--- src/rtl/vld_rdy_buf_arb_if.sv ---
// Handshake bundle between the requesters, the arbiter and the pairing buffer.
// master: the arbiter's view; slave: the surrounding environment (requesters + buffer).
interface vld_rdy_buf_arb_if #(
    parameter int DATA_WIDTH = 32,
    parameter int NUM_REQ    = 4,
    parameter int ID_WIDTH   = $clog2(NUM_REQ)
);
    // valid/ready: a beat moves on every cycle where both are high at the rising edge;
    // a source holding valid keeps valid and data stable until it sees ready.
    logic [NUM_REQ-1:0]            req_valid;
    logic [NUM_REQ-1:0]            req_ready;
    logic [NUM_REQ*DATA_WIDTH-1:0] req_data;
    logic                          buf_valid;
    logic                          buf_ready;
    logic [DATA_WIDTH-1:0]         buf_data;
    logic                          buf_out_valid;
    logic                          buf_out_ready;
    logic [ID_WIDTH-1:0]           grp_id;
    logic                          busy;

    modport master (
        input  req_valid, req_data, buf_ready, buf_out_valid, buf_out_ready,
        output req_ready, buf_valid, buf_data, grp_id, busy
    );

    modport slave (
        output req_valid, req_data, buf_ready, buf_out_valid, buf_out_ready,
        input  req_ready, buf_valid, buf_data, grp_id, busy
    );
endinterface

--- src/rtl/vld_rdy_buf_arb.sv ---
// Round-robin arbiter that locks onto one source for FIFO_DEPTH beats so every
// group packed by the downstream buffer comes from a single source, tagged by grp_id.
module vld_rdy_buf_arb #(
    parameter int DATA_WIDTH = 32,
    parameter int FIFO_DEPTH = 2,
    parameter int NUM_REQ    = 4,
    parameter int ID_WIDTH   = $clog2(NUM_REQ),
    parameter int CNT_WIDTH  = $clog2(FIFO_DEPTH) + 1
) (
    input logic               clk,
    input logic               rstn,
    vld_rdy_buf_arb_if.master bus
);

    typedef enum logic {
        IDLE  = 1'b0,
        BURST = 1'b1
    } state_e;

    state_e               state_q, state_d;
    logic [ID_WIDTH-1:0]  rr_ptr_q, rr_ptr_d;
    logic [ID_WIDTH-1:0]  grant_q, grant_d;
    logic [CNT_WIDTH-1:0] beat_cnt_q, beat_cnt_d;
    logic [ID_WIDTH-1:0]  pend_id_q, pend_id_d;

    logic                 pick_found;
    logic [ID_WIDTH-1:0]  pick_id;
    logic [ID_WIDTH-1:0]  cand_id;
    logic                 beat_acc;

    // Cyclic search for the first valid source at or after rr_ptr.
    always_comb begin
        pick_found = 1'b0;
        pick_id    = '0;
        cand_id    = '0;
        for (int i = 0; i < NUM_REQ; i++) begin
            cand_id = (rr_ptr_q >= ID_WIDTH'(NUM_REQ - i)) ? rr_ptr_q - ID_WIDTH'(NUM_REQ - i)
                                                          : rr_ptr_q + ID_WIDTH'(i);
            if (!pick_found && bus.req_valid[cand_id]) begin
                pick_found = 1'b1;
                pick_id    = cand_id;
            end
        end
    end

    always_comb begin
        state_d       = state_q;
        rr_ptr_d      = rr_ptr_q;
        grant_d       = grant_q;
        beat_cnt_d    = beat_cnt_q;
        pend_id_d     = pend_id_q;
        beat_acc      = 1'b0;
        bus.req_ready = '0;
        bus.buf_valid = 1'b0;
        bus.buf_data  = '0;
        case (state_q)
            IDLE: begin
                if (pick_found) begin
                    grant_d    = pick_id;
                    beat_cnt_d = '0;
                    state_d    = BURST;
                end
            end
            BURST: begin
                bus.buf_valid          = bus.req_valid[grant_q];
                bus.buf_data           = bus.req_data[grant_q*DATA_WIDTH +: DATA_WIDTH];
                bus.req_ready[grant_q] = bus.buf_ready;
                beat_acc               = bus.req_valid[grant_q] & bus.buf_ready;
                if (beat_acc) begin
                    beat_cnt_d = beat_cnt_q + CNT_WIDTH'(1);
                    if (beat_cnt_q == CNT_WIDTH'(FIFO_DEPTH - 1)) begin
                        // Group complete: the buffer turns full on this same edge,
                        // so the tag is ready exactly when master_valid rises.
                        pend_id_d = grant_q;
                        rr_ptr_d  = (grant_q == ID_WIDTH'(NUM_REQ - 1)) ? '0 : grant_q + ID_WIDTH'(1);
                        state_d   = IDLE;
                    end
                end
            end
            default: state_d = IDLE;
        endcase
    end

    always_ff @(posedge clk or negedge rstn) begin
        if (!rstn) begin
            state_q    <= IDLE;
            rr_ptr_q   <= '0;
            grant_q    <= '0;
            beat_cnt_q <= '0;
            pend_id_q  <= '0;
        end else begin
            state_q    <= state_d;
            rr_ptr_q   <= rr_ptr_d;
            grant_q    <= grant_d;
            beat_cnt_q <= beat_cnt_d;
            pend_id_q  <= pend_id_d;
        end
    end

    assign bus.grp_id = pend_id_q;
    assign bus.busy   = (state_q == BURST);

endmodule

--- src/flat_wrapper.sv ---
// flat-port wrapper written by rule: the top's interface ports become plain ports
module vld_rdy_buf_arb_flat 
#(
    parameter int DATA_WIDTH = 32,
    parameter int FIFO_DEPTH = 2,
    parameter int NUM_REQ    = 4,
    parameter int ID_WIDTH   = $clog2(NUM_REQ),
    parameter int CNT_WIDTH  = $clog2(FIFO_DEPTH) + 1
)
  (clk, rstn, bus_req_valid, bus_req_data, bus_buf_ready, bus_buf_out_valid, bus_buf_out_ready, bus_req_ready, bus_buf_valid, bus_buf_data, bus_grp_id, bus_busy);
  vld_rdy_buf_arb_if #(.DATA_WIDTH(DATA_WIDTH), .NUM_REQ(NUM_REQ), .ID_WIDTH(ID_WIDTH)) bus_i ();
  input logic clk;
  input logic rstn;
  input wire logic [$bits(bus_i.req_valid)-1:0] bus_req_valid;
  input wire logic [$bits(bus_i.req_data)-1:0] bus_req_data;
  input wire logic [$bits(bus_i.buf_ready)-1:0] bus_buf_ready;
  input wire logic [$bits(bus_i.buf_out_valid)-1:0] bus_buf_out_valid;
  input wire logic [$bits(bus_i.buf_out_ready)-1:0] bus_buf_out_ready;
  output wire logic [$bits(bus_i.req_ready)-1:0] bus_req_ready;
  output wire logic [$bits(bus_i.buf_valid)-1:0] bus_buf_valid;
  output wire logic [$bits(bus_i.buf_data)-1:0] bus_buf_data;
  output wire logic [$bits(bus_i.grp_id)-1:0] bus_grp_id;
  output wire logic [$bits(bus_i.busy)-1:0] bus_busy;
  assign bus_i.req_valid = bus_req_valid;
  assign bus_i.req_data = bus_req_data;
  assign bus_i.buf_ready = bus_buf_ready;
  assign bus_i.buf_out_valid = bus_buf_out_valid;
  assign bus_i.buf_out_ready = bus_buf_out_ready;
  assign bus_req_ready = bus_i.req_ready;
  assign bus_buf_valid = bus_i.buf_valid;
  assign bus_buf_data = bus_i.buf_data;
  assign bus_grp_id = bus_i.grp_id;
  assign bus_busy = bus_i.busy;
  vld_rdy_buf_arb #(.DATA_WIDTH(DATA_WIDTH), .FIFO_DEPTH(FIFO_DEPTH), .NUM_REQ(NUM_REQ), .ID_WIDTH(ID_WIDTH), .CNT_WIDTH(CNT_WIDTH)) u_core (.clk(clk), .rstn(rstn), .bus(bus_i));
endmodule
--- config.mk ---
export PLATFORM = sky130hd
export DESIGN_NAME = vld_rdy_buf_arb_flat
export DESIGN_NICKNAME = d
export VERILOG_FILES = /design/src/rtl/vld_rdy_buf_arb_if.sv /design/src/rtl/vld_rdy_buf_arb.sv /design/src/flat_wrapper.sv
export SDC_FILE = /design/constraint.sdc
export NUM_CORES = 1
export LEC_CHECK = 0
export CORE_AREA = 5 5 66 68
export DETAILED_ROUTE_END_ITERATION = 8
export DIE_AREA = 0 0 71 73
export DONT_BUFFER_PORTS = 1
export PLACE_DENSITY = 0.66
export RECOVER_POWER = 100
export REMOVE_ABC_BUFFERS = 1
export SETUP_SLACK_MARGIN = 0.05
export SYNTH_ARGS = -nofsm -noshare
export SYNTH_HDL_FRONTEND = slang
export SYNTH_SLANG_ARGS = --single-unit
--- constraint.sdc ---
create_clock -name clk -period 3.1 [get_ports clk]
set_input_delay 0.93 -clock clk [delete_from_list [all_inputs] [get_ports clk]]
set_output_delay 0.93 -clock clk [all_outputs]
set_load 0.03 [all_outputs]
# ---- Word-level counts from Yosys, hierarchy flattened
# Cells that the tools add are included.
dict set report totals {
  regBits 9
  input_bits 137
  out_inout_bits 40
  word_cells 74
}
dict set report op_classes {
  addsub 8
  n_lt_le_gt_ge 9
  eq_ne 4
  n_shift 1
  n_mux 34
  bitwise 3
  reduce_logical 10
}
# op count
set op_table {}
lappend op_table {{$shiftx A128 B8 Y32} 1}
lappend op_table {{$mux W32} 1}
lappend op_table {{$mux W2} 10}
lappend op_table {{$lt A2 B3 Y1 const B} 5}
lappend op_table {{$mux W1} 14}
lappend op_table {{$bmux W1 S2} 5}
lappend op_table {{$add A2 B1 Y2 const B} 3}
lappend op_table {{$add A2 B2 Y2 const B} 2}
lappend op_table {{$and A4 B4 Y4} 1}
lappend op_table {{$ge A2 B1 Y1 const B} 2}
lappend op_table {{$ge A2 B2 Y1 const B} 2}
lappend op_table {{$logic_and A1 B1 Y1} 4}
lappend op_table {{$mux W4} 1}
lappend op_table {{$pmux W2 S2} 1}
lappend op_table {{$reduce_and A2 Y1} 2}
lappend op_table {{$sub A2 B2 Y2 const B} 2}
lappend op_table {{$logic_not A1 Y1} 3}
lappend op_table {{$reduce_and A3 Y1} 1}
lappend op_table {{$demux W1 S2} 1}
lappend op_table {{$eq A2 B1 Y1 const B} 1}
lappend op_table {{$eq A2 B2 Y1 const B} 1}
lappend op_table {{$ne A2 B1 Y1 const B} 1}
lappend op_table {{$ne A2 B2 Y1 const B} 1}
lappend op_table {{$pmux W1 S2} 1}
lappend op_table {{other kinds (3)} 3}

# ---- Logic depth before layout (Yosys ltp)
dict set report depth {
  ltp_word 14
  depth_mapped 9
  depth_no_buf 7
}

# ---- Worst setup path before layout
# OpenSTA, ideal clock, no wires.
dict set report synth_timing {
  path_type {register to output}
  from {register u_core.grant_q[0]}
  to {output port bus_buf_data[10]}
  arrival_time_ps 1673
  required_ps 2170
  path_slack_ps 497
  path_stages_with_launch 5
  path_buffers 2
  path_cell_list {dfrtp_1 buf_2 buf_2 mux4_2 and2_1}
}
dict set report synth_between {
  elab_chain_len 2
}
# element line
set synth_rtl {}
lappend synth_rtl {{from (decl)} vld_rdy_buf_arb.sv:22} ;# logic [ID_WIDTH-1:0] grant_q, grant_d;
lappend synth_rtl {{from (signal assigned)} vld_rdy_buf_arb.sv:94} ;# grant_q <= grant_d;
lappend synth_rtl {{$shiftx A128 B8 Y32} vld_rdy_buf_arb.sv:66} ;# bus.buf_data = bus.req_data[grant_q*DATA_WIDTH +: DATA_WIDTH];
lappend synth_rtl {{$mux W32} vld_rdy_buf_arb.sv:56} ;# case (state_q)
lappend synth_rtl {{to (decl)} flat_wrapper.sv:21} ;# output wire logic [$bits(bus_i.buf_data)-1:0] bus_buf_data;
# No other way between the ends.

# ---- Worst setup path after layout
dict set report layout_timing {
  from {register u_core.grant_q[0]}
  to {output port bus_buf_data[26]}
}
# Same word-level chain as after synthesis.

==> results.txt <==
The total standard cell area after synthesis came out at roughly 1800 um^2. The number of nets in the layout came out at a little under 300. The leakage power figure came out at 0.657 nW. In this run the cell area measured after placement is between 1500 and 2000 um^2. The synthesized netlist contains 34 unique library cells. Synthesis produced a netlist whose cell count is 155. Buffers inserted during clock tree synthesis total 3. The final number of hold-violating endpoints came out at 0. The arrival time at the worst endpoint came out at 1980 ps. The overall die area came out at around 5200 um^2.

The number of post-CTS setup repair buffers is 0. The post-route minimum period came out at 2910 ps. The number of warning messages in the yosys log is 0. The wire length per cell after detailed routing came out at 31.0 um. The level count of the clock H-tree came out at 1. Counting every sink on the clock net gives 9.

VDD sags by at most ~0.00057 V. The area of all placed cells without fillers came out at between 1500 and 2000 um^2. The clock skew came out at around 6.4 ps. CTS placed an instance of sky130_fd_sc_hd__clkbuf_8 at the clock tree root. The congestion estimate from routability-driven global placement came to 0.909. Dividing total power by cell area gives a power density of 1210 nW/um^2.

The post-detailed-routing wire length is 6230 um. The slew at the pin with the worst max-slew slack is 1010 ps. The average instance area after synthesis is about 11 um^2. The number of DRC violations after detailed-routing iteration 0 is 57. The kind of end point of the critical path is an output port. The width of the die came out at a little over 70 um. The max-cap check violation count came out at 0. The placement row count came out at 23.

After synthesis, flip-flops and latches occupy ~13% of the total area. The worst-skew pair later-pin latency is 230 ps. The number of max-slew violations in the final report is 0.

The data required time of the worst path is 2170 ps. In this run the worst hold path is classified as input pin to asynchronous set/reset pin. The number of ports placed on the die boundary came out at 177. The region available for standard cell placement spans 3800 um^2. Summed over all instances, the cell type with the most area after synthesis is sky130_fd_sc_hd__mux4_2. The fraction of layout instances using a drive strength above 1 is 34.5%. The final routed DRC violation total came out at 0. TritonCTS built the clock tree.

The fraction of synthesis flops using an asynchronous set or reset pin is 100%. The final route contains approximately 1500 vias. The maximum number of pins on one net before global-route repair is 43. The area share of the leading cell type in the synthesized netlist came out at 47.1%. The flip-flop and latch count after synthesis came out at 9. The worst setup path is of the flip-flop to output port kind. By area the synthesized netlist is led by sky130_fd_sc_hd__mux4_2, sky130_fd_sc_hd__dfrtp_1, sky130_fd_sc_hd__and2_1. The first global-routing pass estimated ~9000 um of wire. The slowest cell on the critical path is sky130_fd_sc_hd__dfrtp_2.

The via count of the first global-routing pass was roughly 1500. In the routed layout, each cell is associated on average with a via count of ~7.3. The height of the chip came out at 73 um. Once the floorplan was initialized, standard cells occupied 46.6% of the core. Timing would allow up to 0.344 GHz. The library cells used most frequently in the layout, excluding fill and tap cells, are sky130_fd_sc_hd__mux4_2, sky130_fd_sc_hd__and2_0, sky130_fd_sc_hd__dfrtp_1. Setup repair after global routing left no endpoint under its margin.

The post-route worst hold slack is between 300 and 400 ps. The filler cell count in the final layout is 352. The detailed placement HPWL is around 5500 um. The flow ran to the end, and the final reports show no timing, DRC or antenna violations. The largest single stage delay on the critical path is 610 ps.

The design draws 2.26 mW. The clock-pin transition on the worst setup and hold timing paths came out at about 50 ps. The all-layer global routing usage is 23.3%. The post-cts repair resize count is 0.

The final worst-path cycle share came out at a little over nine tenths. The remaining global-route overflow came out at 0. The dominant synthesized flop cell is sky130_fd_sc_hd__dfrtp_1.

The setup-violating endpoint count in the final report came out at 0. The critical path goes through buf_12 -> mux4_2 -> and2_0. The maximum buffer depth of the clock tree is 2. The total of hold buffers inserted after clock tree synthesis came out at 0. Counting flops with a built-in enable in the synthesized netlist gives 0. The worst-path maximum fanout is 25.

The number of I/O port buffers came out at 0. STA classifies the critical path startpoint as a flip-flop. The area growth from synthesis to layout is 5.37%. In this run the remaining antenna-violating nets after routing total 0. The most frequent standard cell in the layout excluding fill and tap cells is sky130_fd_sc_hd__mux4_2. The relative slew slack is 32.5%. The number of antenna violations at the first check in global routing came to 11. The first-pass iteration count of the detailed router is 4.
==> path summary, 6_finish.rpt <==
| check | slack (ps) | endpoint | startpoint | cells after the start |
|---|---|---|---|---|
| worst max register to register | 800 | u_core.beat_cnt_q[1] | u_core.rr_ptr_q[1] | 7 |
| worst max-delay path | 190 | bus_buf_data[26] | u_core.grant_q[0] | 3 |
| worst min-delay path | 390 | u_core.rr_ptr_q[1] | rstn | 0 |
| worst min register to register | 510 | u_core.beat_cnt_q[0] | u_core.beat_cnt_q[0] | 1 |
| max in group asynchronous | 2630 | u_core.grant_q[0] | rstn | 0 |
| min in group clk | 510 | u_core.beat_cnt_q[0] | u_core.beat_cnt_q[0] | 1 |
==> registers in the layout, summed over array words and instances (netlist names) <==
name               flops
u_core.grant_q         2
u_core.bus.grp_id      2
u_core.rr_ptr_q        2
u_core.bus.busy        1
u_core.beat_cnt_q      2
==> Yosys cell counts (2+ instances only) <==
master / count
sky130_fd_sc_hd__nand2_1: 6
sky130_fd_sc_hd__and2_1: 33
sky130_fd_sc_hd__o21ai_0: 5
sky130_fd_sc_hd__mux2_2: 6
sky130_fd_sc_hd__mux4_2: 37
sky130_fd_sc_hd__nor2_1: 2
sky130_fd_sc_hd__inv_1: 6
sky130_fd_sc_hd__ha_1: 7
sky130_fd_sc_hd__nand2b_1: 2
sky130_fd_sc_hd__dfrtp_1: 9
sky130_fd_sc_hd__nand3_1: 4
sky130_fd_sc_hd__mux2i_1: 2
sky130_fd_sc_hd__and3_1: 4
sky130_fd_sc_hd__buf_1: 2
sky130_fd_sc_hd__buf_2: 7
sky130_fd_sc_hd__clkbuf_1: 5
==> metrics by stage <==
step                setup TNS, ps  std cells  setup slack [ps]  utilization (%)
global route                    0        201              82.5             49.1
finish                          0        201               194             49.1
global placement                0        194               434             47.8
CTS                             0        198               209             49.0
floorplan                   -6900        140              -209                -
detailed placement              0        194               434             47.8
==> power by group <==
group / internal [mW] / leakage [nW] / switching [mW] / total [mW]
Clock: 0.0898 / 0.0228 / 0.0487 / 0.139
Combinational: 0.724 / 0.528 / 1.08 / 1.80
Sequential: 0.169 / 0.106 / 0.153 / 0.322
==> metal layers <==
layer | GRT usage (%) | vias up | routed length, um
met5 | 0 | - | 94
met1 | 25.6 | 711 | 1980
met4 | 3.55 | 16 | 77
met2 | 36.8 | 109 | 2930
li1 | - | 605 | -
met3 | 17.9 | 20 | 1150
==> cell families (layout without fill, tap and decap cells) <==
kind of cell	count (synthesis)	after routing	share of synthesized area (%)
fa+ha+maj	7	7	4.95
simple gates	57	57	18.7
other cells	0	3	0
compound gates	16	16	6.15
flops	9	9	12.7
buf+inv	21	14	5.37
mux	45	45	52.1
==> final cells by class <==
class | count | area (um^2) | area share [%]
diodes | 3 | 7.51 | 0.403
clock buffers | 4 | 45.0 | 2.42
inverters | 6 | 22.5 | 1.21
repair buffers | 4 | 51.3 | 2.75
flip-flops and latches | 9 | 226 | 12.1
well taps | 50 | 62.6 | 3.36
multi-input cells | 125 | 1450 | 77.7
==> worst max-delay path: cells and delay by family, from the launching register on <==
| family | cells | cell delay (ps) |
|---|---|---|
| flip-flops | 1 | 610 |
| multiplexers | 1 | 520 |
| AND/OR/NAND/NOR | 1 | 340 |
| buffers and inverters | 1 | 270 |
No activity file was read; power rests on OpenSTA's default activity.
